### config.mk
export PLATFORM = sky130hd
export DESIGN_NAME = i2cmb_wb_sequencer
export DESIGN_NICKNAME = d
export VERILOG_FILES = /design/src/rtl/i2cmb_wb_sequencer.sv
export SDC_FILE = /design/constraint.sdc
export NUM_CORES = 1
export LEC_CHECK = 0
export CORE_MARGIN = 2
export CORE_UTILIZATION = 55
export DETAILED_ROUTE_END_ITERATION = 12
export PLACE_DENSITY = 0.94
export SLEW_MARGIN = 20
export SYNTH_ARGS = -nofsm -noshare
export SYNTH_HDL_FRONTEND = slang
export SYNTH_SLANG_ARGS = --single-unit
### constraint.sdc
create_clock -name clk_i -period 4.24 [get_ports clk_i]
set_input_delay 0.848 -clock clk_i [delete_from_list [all_inputs] [get_ports clk_i]]
set_output_delay 0.848 -clock clk_i [all_outputs]
set_load 0.05 [all_outputs]
### src/rtl/i2cmb_wb_sequencer.sv
// Wishbone master that sequences an i2cmb core through bus init, address,
// data and stop phases for byte-stream I2C read/write requests.
module i2cmb_wb_sequencer #(
  parameter int unsigned WB_ADDR_WIDTH = 2,
  parameter int unsigned WB_DATA_WIDTH = 8,
  parameter int unsigned BUS_ID        = 0
) (
  input  logic                     clk_i,
  input  logic                     rst_i,
  input  logic                     req_valid_i,
  output logic                     req_ready_o,
  input  logic                     req_rw_i,
  input  logic [6:0]               req_addr_i,
  input  logic [3:0]               req_len_i,
  input  logic [7:0]               wr_data_i,
  input  logic                     wr_data_valid_i,
  output logic                     wr_data_ready_o,
  output logic [7:0]               rd_data_o,
  output logic                     rd_data_valid_o,
  output logic                     done_o,
  output logic                     nack_o,
  output logic                     err_o,
  output logic                     cyc_o,
  output logic                     stb_o,
  output logic                     we_o,
  output logic [WB_ADDR_WIDTH-1:0] adr_o,
  output logic [WB_DATA_WIDTH-1:0] dat_o,
  input  logic                     ack_i,
  input  logic [WB_DATA_WIDTH-1:0] dat_i,
  input  logic                     irq_i
);

  typedef enum logic [4:0] {
    StInitCsr, StInitDpr, StInitCmd, StInitWait, StIdle, StStart, StStartWait,
    StAddrDpr, StAddrCmd, StAddrWait, StWrGet, StWrDpr, StWrCmd, StWrWait,
    StRdCmd, StRdWait, StRdDpr, StStopCmd, StStopWait, StDone
  } state_e;

  localparam logic [1:0] RegCsr  = 2'd0;
  localparam logic [1:0] RegDpr  = 2'd1;
  localparam logic [1:0] RegCmdr = 2'd2;

  localparam logic [7:0] CmdStart  = 8'h04;
  localparam logic [7:0] CmdStop   = 8'h05;
  localparam logic [7:0] CmdWrite  = 8'h01;
  localparam logic [7:0] CmdRdAck  = 8'h02;
  localparam logic [7:0] CmdRdNak  = 8'h03;
  localparam logic [7:0] CmdSetBus = 8'h06;

  state_e                   r_state, w_state;
  logic                     r_busy, w_busy;
  logic                     r_we, w_we;
  logic [WB_ADDR_WIDTH-1:0] r_adr, w_adr;
  logic [WB_DATA_WIDTH-1:0] r_dat, w_dat;
  logic                     r_rw, w_rw;
  logic [6:0]               r_addr, w_addr;
  logic [4:0]               r_cnt, w_cnt;
  logic [7:0]               r_wbyte, w_wbyte;
  logic                     r_nack, w_nack;
  logic                     r_err, w_err;
  logic [7:0]               r_rd_data, w_rd_data;
  logic                     r_rd_valid, w_rd_valid;

  logic       w_req, w_req_we;
  logic [1:0] w_req_adr;
  logic [7:0] w_req_dat;
  logic       w_ack, w_stat_any, w_nak, w_abort, w_last;

  assign w_ack      = r_busy & ack_i;
  assign w_stat_any = |dat_i[7:4];
  assign w_nak      = dat_i[6];
  assign w_abort    = dat_i[5] | dat_i[4];
  assign w_last     = (r_cnt == 5'd1);

  always_comb begin
    w_state    = r_state;
    w_busy     = r_busy;
    w_we       = r_we;
    w_adr      = r_adr;
    w_dat      = r_dat;
    w_rw       = r_rw;
    w_addr     = r_addr;
    w_cnt      = r_cnt;
    w_wbyte    = r_wbyte;
    w_nack     = r_nack;
    w_err      = r_err;
    w_rd_data  = r_rd_data;
    w_rd_valid = 1'b0;
    w_req      = 1'b0;
    w_req_we   = 1'b0;
    w_req_adr  = RegCmdr;
    w_req_dat  = 8'h00;

    unique case (r_state)
      StInitCsr: begin
        w_req = 1'b1; w_req_we = 1'b1; w_req_adr = RegCsr; w_req_dat = 8'hC0;
        if (w_ack) w_state = StInitDpr;
      end
      StInitDpr: begin
        w_req = 1'b1; w_req_we = 1'b1; w_req_adr = RegDpr; w_req_dat = 8'(BUS_ID);
        if (w_ack) w_state = StInitCmd;
      end
      StInitCmd: begin
        w_req = 1'b1; w_req_we = 1'b1; w_req_dat = CmdSetBus;
        if (w_ack) w_state = StInitWait;
      end
      StInitWait: begin
        w_req = irq_i;
        if (w_ack && w_stat_any) w_state = StIdle;
      end
      StIdle: begin
        if (req_valid_i) begin
          w_rw    = req_rw_i;
          w_addr  = req_addr_i;
          w_cnt   = (req_len_i == 4'd0) ? 5'd16 : {1'b0, req_len_i};
          w_nack  = 1'b0;
          w_err   = 1'b0;
          w_state = StStart;
        end
      end
      StStart: begin
        w_req = 1'b1; w_req_we = 1'b1; w_req_dat = CmdStart;
        if (w_ack) w_state = StStartWait;
      end
      StStartWait: begin
        w_req = irq_i;
        if (w_ack && w_stat_any) begin
          w_err   = w_abort;
          w_state = w_abort ? StDone : StAddrDpr;
        end
      end
      StAddrDpr: begin
        w_req = 1'b1; w_req_we = 1'b1; w_req_adr = RegDpr; w_req_dat = {r_addr, r_rw};
        if (w_ack) w_state = StAddrCmd;
      end
      StAddrCmd: begin
        w_req = 1'b1; w_req_we = 1'b1; w_req_dat = CmdWrite;
        if (w_ack) w_state = StAddrWait;
      end
      StAddrWait: begin
        w_req = irq_i;
        if (w_ack && w_stat_any) begin
          if (w_abort) begin
            w_err = 1'b1; w_state = StDone;
          end else if (w_nak) begin
            w_nack = 1'b1; w_state = StStopCmd;
          end else begin
            w_state = r_rw ? StRdCmd : StWrGet;
          end
        end
      end
      StWrGet: begin
        if (wr_data_valid_i) begin
          w_wbyte = wr_data_i;
          w_state = StWrDpr;
        end
      end
      StWrDpr: begin
        w_req = 1'b1; w_req_we = 1'b1; w_req_adr = RegDpr; w_req_dat = r_wbyte;
        if (w_ack) w_state = StWrCmd;
      end
      StWrCmd: begin
        w_req = 1'b1; w_req_we = 1'b1; w_req_dat = CmdWrite;
        if (w_ack) w_state = StWrWait;
      end
      StWrWait: begin
        w_req = irq_i;
        if (w_ack && w_stat_any) begin
          if (w_abort) begin
            w_err = 1'b1; w_state = StDone;
          end else if (w_nak) begin
            w_nack = 1'b1; w_state = StStopCmd;
          end else begin
            w_cnt   = r_cnt - 5'd1;
            w_state = w_last ? StStopCmd : StWrGet;
          end
        end
      end
      StRdCmd: begin
        w_req = 1'b1; w_req_we = 1'b1; w_req_dat = w_last ? CmdRdNak : CmdRdAck;
        if (w_ack) w_state = StRdWait;
      end
      StRdWait: begin
        w_req = irq_i;
        if (w_ack && w_stat_any) begin
          w_err   = w_abort;
          w_state = w_abort ? StDone : StRdDpr;
        end
      end
      StRdDpr: begin
        w_req = 1'b1; w_req_adr = RegDpr;
        if (w_ack) begin
          w_rd_valid = 1'b1;
          w_rd_data  = dat_i[7:0];
          w_cnt      = r_cnt - 5'd1;
          w_state    = w_last ? StStopCmd : StRdCmd;
        end
      end
      StStopCmd: begin
        w_req = 1'b1; w_req_we = 1'b1; w_req_dat = CmdStop;
        if (w_ack) w_state = StStopWait;
      end
      StStopWait: begin
        w_req = irq_i;
        if (w_ack && w_stat_any) begin
          if (w_abort) w_err = 1'b1;
          w_state = StDone;
        end
      end
      StDone:  w_state = StIdle;
      default: w_state = StInitCsr;
    endcase

    // Cycle launches one clock after state entry; ack closes it and forces an idle clock.
    if (w_ack) begin
      w_busy = 1'b0;
      w_we   = 1'b0;
      w_adr  = '0;
      w_dat  = '0;
    end else if (!r_busy && w_req) begin
      w_busy = 1'b1;
      w_we   = w_req_we;
      w_adr  = WB_ADDR_WIDTH'(w_req_adr);
      w_dat  = WB_DATA_WIDTH'(w_req_dat);
    end
  end

  always_ff @(posedge clk_i or posedge rst_i) begin
    if (rst_i) begin
      r_state    <= StInitCsr;
      r_busy     <= 1'b0;
      r_we       <= 1'b0;
      r_adr      <= '0;
      r_dat      <= '0;
      r_rw       <= 1'b0;
      r_addr     <= 7'd0;
      r_cnt      <= 5'd0;
      r_wbyte    <= 8'd0;
      r_nack     <= 1'b0;
      r_err      <= 1'b0;
      r_rd_data  <= 8'd0;
      r_rd_valid <= 1'b0;
    end else begin
      r_state    <= w_state;
      r_busy     <= w_busy;
      r_we       <= w_we;
      r_adr      <= w_adr;
      r_dat      <= w_dat;
      r_rw       <= w_rw;
      r_addr     <= w_addr;
      r_cnt      <= w_cnt;
      r_wbyte    <= w_wbyte;
      r_nack     <= w_nack;
      r_err      <= w_err;
      r_rd_data  <= w_rd_data;
      r_rd_valid <= w_rd_valid;
    end
  end

  assign req_ready_o     = (r_state == StIdle);
  assign wr_data_ready_o = (r_state == StWrGet);
  assign done_o          = (r_state == StDone);
  assign nack_o          = (r_state == StDone) & r_nack;
  assign err_o           = (r_state == StDone) & r_err;
  assign rd_data_o       = r_rd_data;
  assign rd_data_valid_o = r_rd_valid;
  assign cyc_o           = r_busy;
  assign stb_o           = r_busy;
  assign we_o            = r_we;
  assign adr_o           = r_adr;
  assign dat_o           = r_dat;

endmodule

---- After elaboration in Yosys (flattened, before gate mapping) ----
Index checks and enable logic that the tools add are counted.
word-level totals
  flip-flop bits (word level) ............. 49
  bits of input ports ..................... 34
  output and inout bits ................... 27
cells by class
  add/subtract/negate cells ............... 1
  equal/unequal tests ..................... 47
  mux-type cells .......................... 60
  bitwise logic cells ..................... 4
  reductions and logical operators ........ 25
operators by type and width
  kind                                                  number
  2-to-1 mux 5 bit                                      32
  one-hot mux 5 bit (20 select lines)                   1
  one-hot mux 8 bit (8 select lines)                    1
  != test 2 bit (second input constant)                 22
  equality test 5 x 4 -> 1 bit (second input constant)  8
  equality test 5 x 3 -> 1 bit (second input constant)  4
  equality test 5 bit (second input constant)           4
  AND reduction 19 bit                                  1
  2-to-1 mux 8 bit                                      2
  2-to-1 mux 1 bit                                      15
  one-hot mux 5 bit (3 select lines)                    1
  OR reduction 11 bit                                   1
  equality test 5 x 1 -> 1 bit (second input constant)  2
  equality test 5 x 2 -> 1 bit (second input constant)  2
  != test 2 x 1 -> 1 bit (second input constant)        5
  AND reduction 5 bit                                   2
  OR reduction 10 bit                                   1
  OR reduction 4 bit                                    2
  2-to-1 mux 2 bit                                      3
  AND reduction 2 bit                                   3
  AND reduction 6 bit                                   1
  nonzero test 3 bit                                    2
  OR reduction 2 bit                                    3
  OR reduction 6 bit                                    1
  13 further kinds                                      18

---- Logic depth before layout (Yosys ltp) ----
  depth in word-level cells ............... 6
  gate-level depth with buffers ........... 9

---- Worst setup path after synthesis ----
OpenSTA, ideal clock, no wires.
  path kind ............................... register to output
  start point ............................. register r_state[2]
  end point ............................... output err_o
  arrival time ............................ 2,360 ps
  data required time ...................... 3,392 ps
  slack ................................... 1,032 ps
  stages on the path, launching flop included .. 6
  path through ............................ dfrtp_1 -> buf_6 -> buf_6 -> or3b_4 -> nor2_1 -> and2_1
between the ends
  longest elaborated chain between the ends .. 2
RTL lines
  element                 line  source
  from (decl)             50    state_e r_state, w_state;
  from (signal assigned)  230   r_state <= StInitCsr;
  from (signal assigned)  244   r_state <= w_state;
  equality test 5 bit     n/a
  named net done_o        20    output logic done_o,
  AND 1 bit               264   assign err_o = (r_state == StDone) & r_err;
  to (decl)               22    output logic err_o,
The timed path passes the listed nets, and every way through them passes these cells.

---- Worst setup path in the final report ----
  start point ............................. register r_state[2]
  end point ............................... output err_o
between the ends
  longest elaborated chain between the ends .. 2
RTL lines
  element              line
  equality test 5 bit  264
  AND 1 bit            264
Every way passes these cells.

==> results.yml <==
clock_tree:
  cts_setup_buffers: 0
  htreeDepth: 2
  clk_latency_ps: 310
  cts_tree: "yes"
  clkSlewWorstSetupHoldPaths_ps: 90
  cts-resized-gates: 0
  cts_buffers: 5
  cts-hold-fix-buffers: 0
  clk_path_buf_depth: 2
  cts-root-buf: "clkbuf_8"
  cts.sinks: 49
power:
  clkPwrFrac: 0.128
  switchingPower_w: 0.00122
  p_leak_nw: 1.57
  seqPwrFrac: 0.327
  p_sw_frac: 0.460
  p_comb_frac: 0.544
  powerDensity_mw_per_mm2: 697
  peakVddDrop_mv: 0.412
  p_int_w: 0.00143
layout:
  multi_input_area_sq_mm: 0.00167
  fillers: 423
  regArea_sq_mm: 0.00123
  drive_above_1_share: 0.151
  num_antenna_cells: 0
  final_nets: 406
  area_delta_synth_final_pct: 22.0
synth:
  syn_inst: 322
  synth.distinct_cells: 72
  netlist_area_sq_mm: 0.00311
  yosys.area.top_type: "dfrtp_1"
  async_reset_ff_frac: 1.00
  avgSynthCellArea_sq_um: 9.67
  yosysMostFrequentCell: "dfrtp_1"
  ys_seq_area_frac: 0.394
  synth.area.top_cells: "dfrtp_1, mux2_2, a21oi_1"
  synth_top_area_frac: 0.394
  synth_flop_cell: "dfrtp_1"
  synth_edf_count: 0
  syn-num-nets: 358
  synthTopCellsByCount: "dfrtp_1, mux2_2, nand2_1"
  ys_ff_latch: 49
  yosysWarnings: 0
die:
  initial_core_util: 0.569
  placementRows: 27
  fp.dieArea_sq_mm: 0.00628
  ios: 61
  die_h_um: 79.2
  core_sq_mm: 0.00547
  die_w_um: 79.2
grt:
  grtUsageTotal: 0.259
  grt_max_degree: 50
  grt_pass1_vias: 2642
  grt_overflow_total: 0
  grt_antenna_before_repair: 0
  grt_pass1_wl_um: 12800
placement:
  place_ws_ps: 1130
  io_buffers: 60
  gp_congestion: 1.01
  dpl.hpwl_um: 5630
run:
  max_cap_violations: 0
timing:
  clock.fmax_ghz: 0.288
  maxSlewViolCount: 0
  hold_viol: 0
  fin_ws_ps: 766
  maxSlewHeadroom: 0.444
  final-setup-viol-count: 0
  finalCritPeriodShare: 0.819
  period_minus_slack_ps: 3470
  fin_tns_setup_ps: 0
  holdWs_ps: 482
  rsz0062_at_grt: "false"
  finalClockSkew_ps: 7.08
  worst_slew_pin_slew_ps: 832
setup_path:
  critPathLaunchType: "flip-flop"
  worstRegToRegCells: 5
  crit_type: "reg2out"
  cp_max_fo: 19
  required_ps: 3390
  end_kind: "primary output"
  arrival_ps: 2630
routing:
  first_pass_iters: 5
  antenna_left: 0
  drc: 0
  vias: 2786
  first_iter_violations: 412
  via_per_inst: 6.29
  drt_wl_total_um: 7870
  wl_per_cell_um: 17.8
min_path:
  hold_path_class: "reg2reg"
  min_path_cells: 2
run_status:
  status: "finished, final reports clean"
[routing by layer]
metal,routed length (um),part of all wire,vias up,global-route usage
met5,0,0,-,0
met4,197,0.025,0,0.0931
met2,3770,0.48,150,0.411
li1,-,-,1278,-
met3,601,0.076,26,0.0432
met1,3300,0.42,1332,0.358
[cells by family after synthesis]
family / Yosys count / share of synthesized area
AND/OR/NAND/NOR: 105 / 0.205
buffers and inverters: 41 / 0.0715
flip-flops: 49 / 0.394
AO/OA/AOI/OAI: 94 / 0.212
multiplexers: 29 / 0.104
XOR/XNOR: 2 / 0.00563
adder cells (fa/ha/maj): 2 / 0.00803
[layout make-up]
type	count	area share
multi-input cells	232	0.438
inverters	17	0.0171
flip-flops and latches	49	0.323
clock inverters	3	0.0122
clock buffers	5	0.0181
well taps	72	0.0237
repair buffers	65	0.168
[sequential cells by signal, indices dropped and copies added, names as in the netlist]
| signal | flops |
|---|---|
| rd_data_o | 8 |
| r_addr | 7 |
| r_nack | 1 |
| r_rw | 1 |
| dat_o | 8 |
| r_err | 1 |
| r_cnt | 5 |
| cyc_o | 1 |
| r_wbyte | 8 |
| rd_data_valid_o | 1 |
| adr_o | 2 |
| we_o | 1 |
| r_state | 5 |
[final timing paths]
kind | start | slack [ps] | end
min in group asynchronous | rst_i | 1000 | r_addr[3]
worst max register to register | r_state[1] | 1600 | r_state[1]
worst min register to register | r_nack | 480 | r_nack
max in group asynchronous | rst_i | 2740 | rd_data_o[4]
worst max-delay path | r_state[2] | 770 | err_o
worst min-delay path | r_nack | 480 | r_nack
[power groups by stage]
stage	clock, W	combinational, W	sequential (W)
2_1_floorplan	0	0.00101	0.000921
3_3_place_gp	0	0.00138	0.000852
3_5_place_dp	0	0.00142	0.000869
4_1_cts	0.000344	0.00143	0.000859
5_1_grt	0.000365	0.00155	0.000890
6_report	0.000339	0.00144	0.000867
[worst max-delay path, cell delays in order (launching register included)]
cell and delay (ps):
dfrtp_1 600, or3b_4 510, nor2_1 210, and2_1 180
clkdlybuf4s50_1 810
[metrics by stage]
step / power (W) / area [sq um] / std cells / util
2_1_floorplan: 0.00193 / 3110 / 322 / -
3_3_place_gp: 0.00223 / 3680 / 435 / 0.673
3_5_place_dp: 0.00228 / 3680 / 435 / 0.673
4_1_cts: 0.00263 / 3800 / 443 / 0.694
5_1_grt: 0.00280 / 3800 / 443 / 0.694
6_report: 0.00265 / 3800 / 443 / 0.694
[layout by cell type (no fill, tap or decap), types with 2 or more instances in the layout]
| cell type | synthesis | routed |
|---|---|---|
| a31o_1 | 2 | 2 |
| nor3_1 | 12 | 12 |
| a2bb2oi_1 | 6 | 6 |
| a22oi_1 | 5 | 5 |
| o31a_1 | 3 | 3 |
| nand2_1 | 19 | 19 |
| nand4_1 | 2 | 2 |
| or4b_1 | 2 | 2 |
| o2bb2ai_1 | 3 | 3 |
| o21bai_1 | 3 | 3 |
| ha_1 | 2 | 2 |
| nand3b_1 | 3 | 3 |
| o22ai_1 | 13 | 13 |
| or2_2 | 2 | 2 |
| nand3_1 | 5 | 5 |
| a21o_1 | 3 | 3 |
| a21oi_1 | 17 | 17 |
| a21boi_0 | 4 | 4 |
| buf_4 | 7 | 5 |
| o2111ai_1 | 2 | 2 |
| mux2_2 | 28 | 28 |
| or4_1 | 2 | 2 |
| nor4b_1 | 2 | 2 |
| clkdlybuf4s50_1 | 0 | 60 |
| and3_1 | 2 | 2 |
| nor2_1 | 17 | 17 |
| nand2b_1 | 4 | 4 |
| inv_1 | 16 | 15 |
| a31oi_1 | 4 | 4 |
| o221ai_1 | 2 | 2 |
| clkbuf_8 | 0 | 5 |
| nor2b_1 | 11 | 11 |
| dfrtp_1 | 49 | 49 |
| o21ai_0 | 12 | 12 |
| and2_1 | 6 | 6 |
Power figures use the tool's default switching activity.
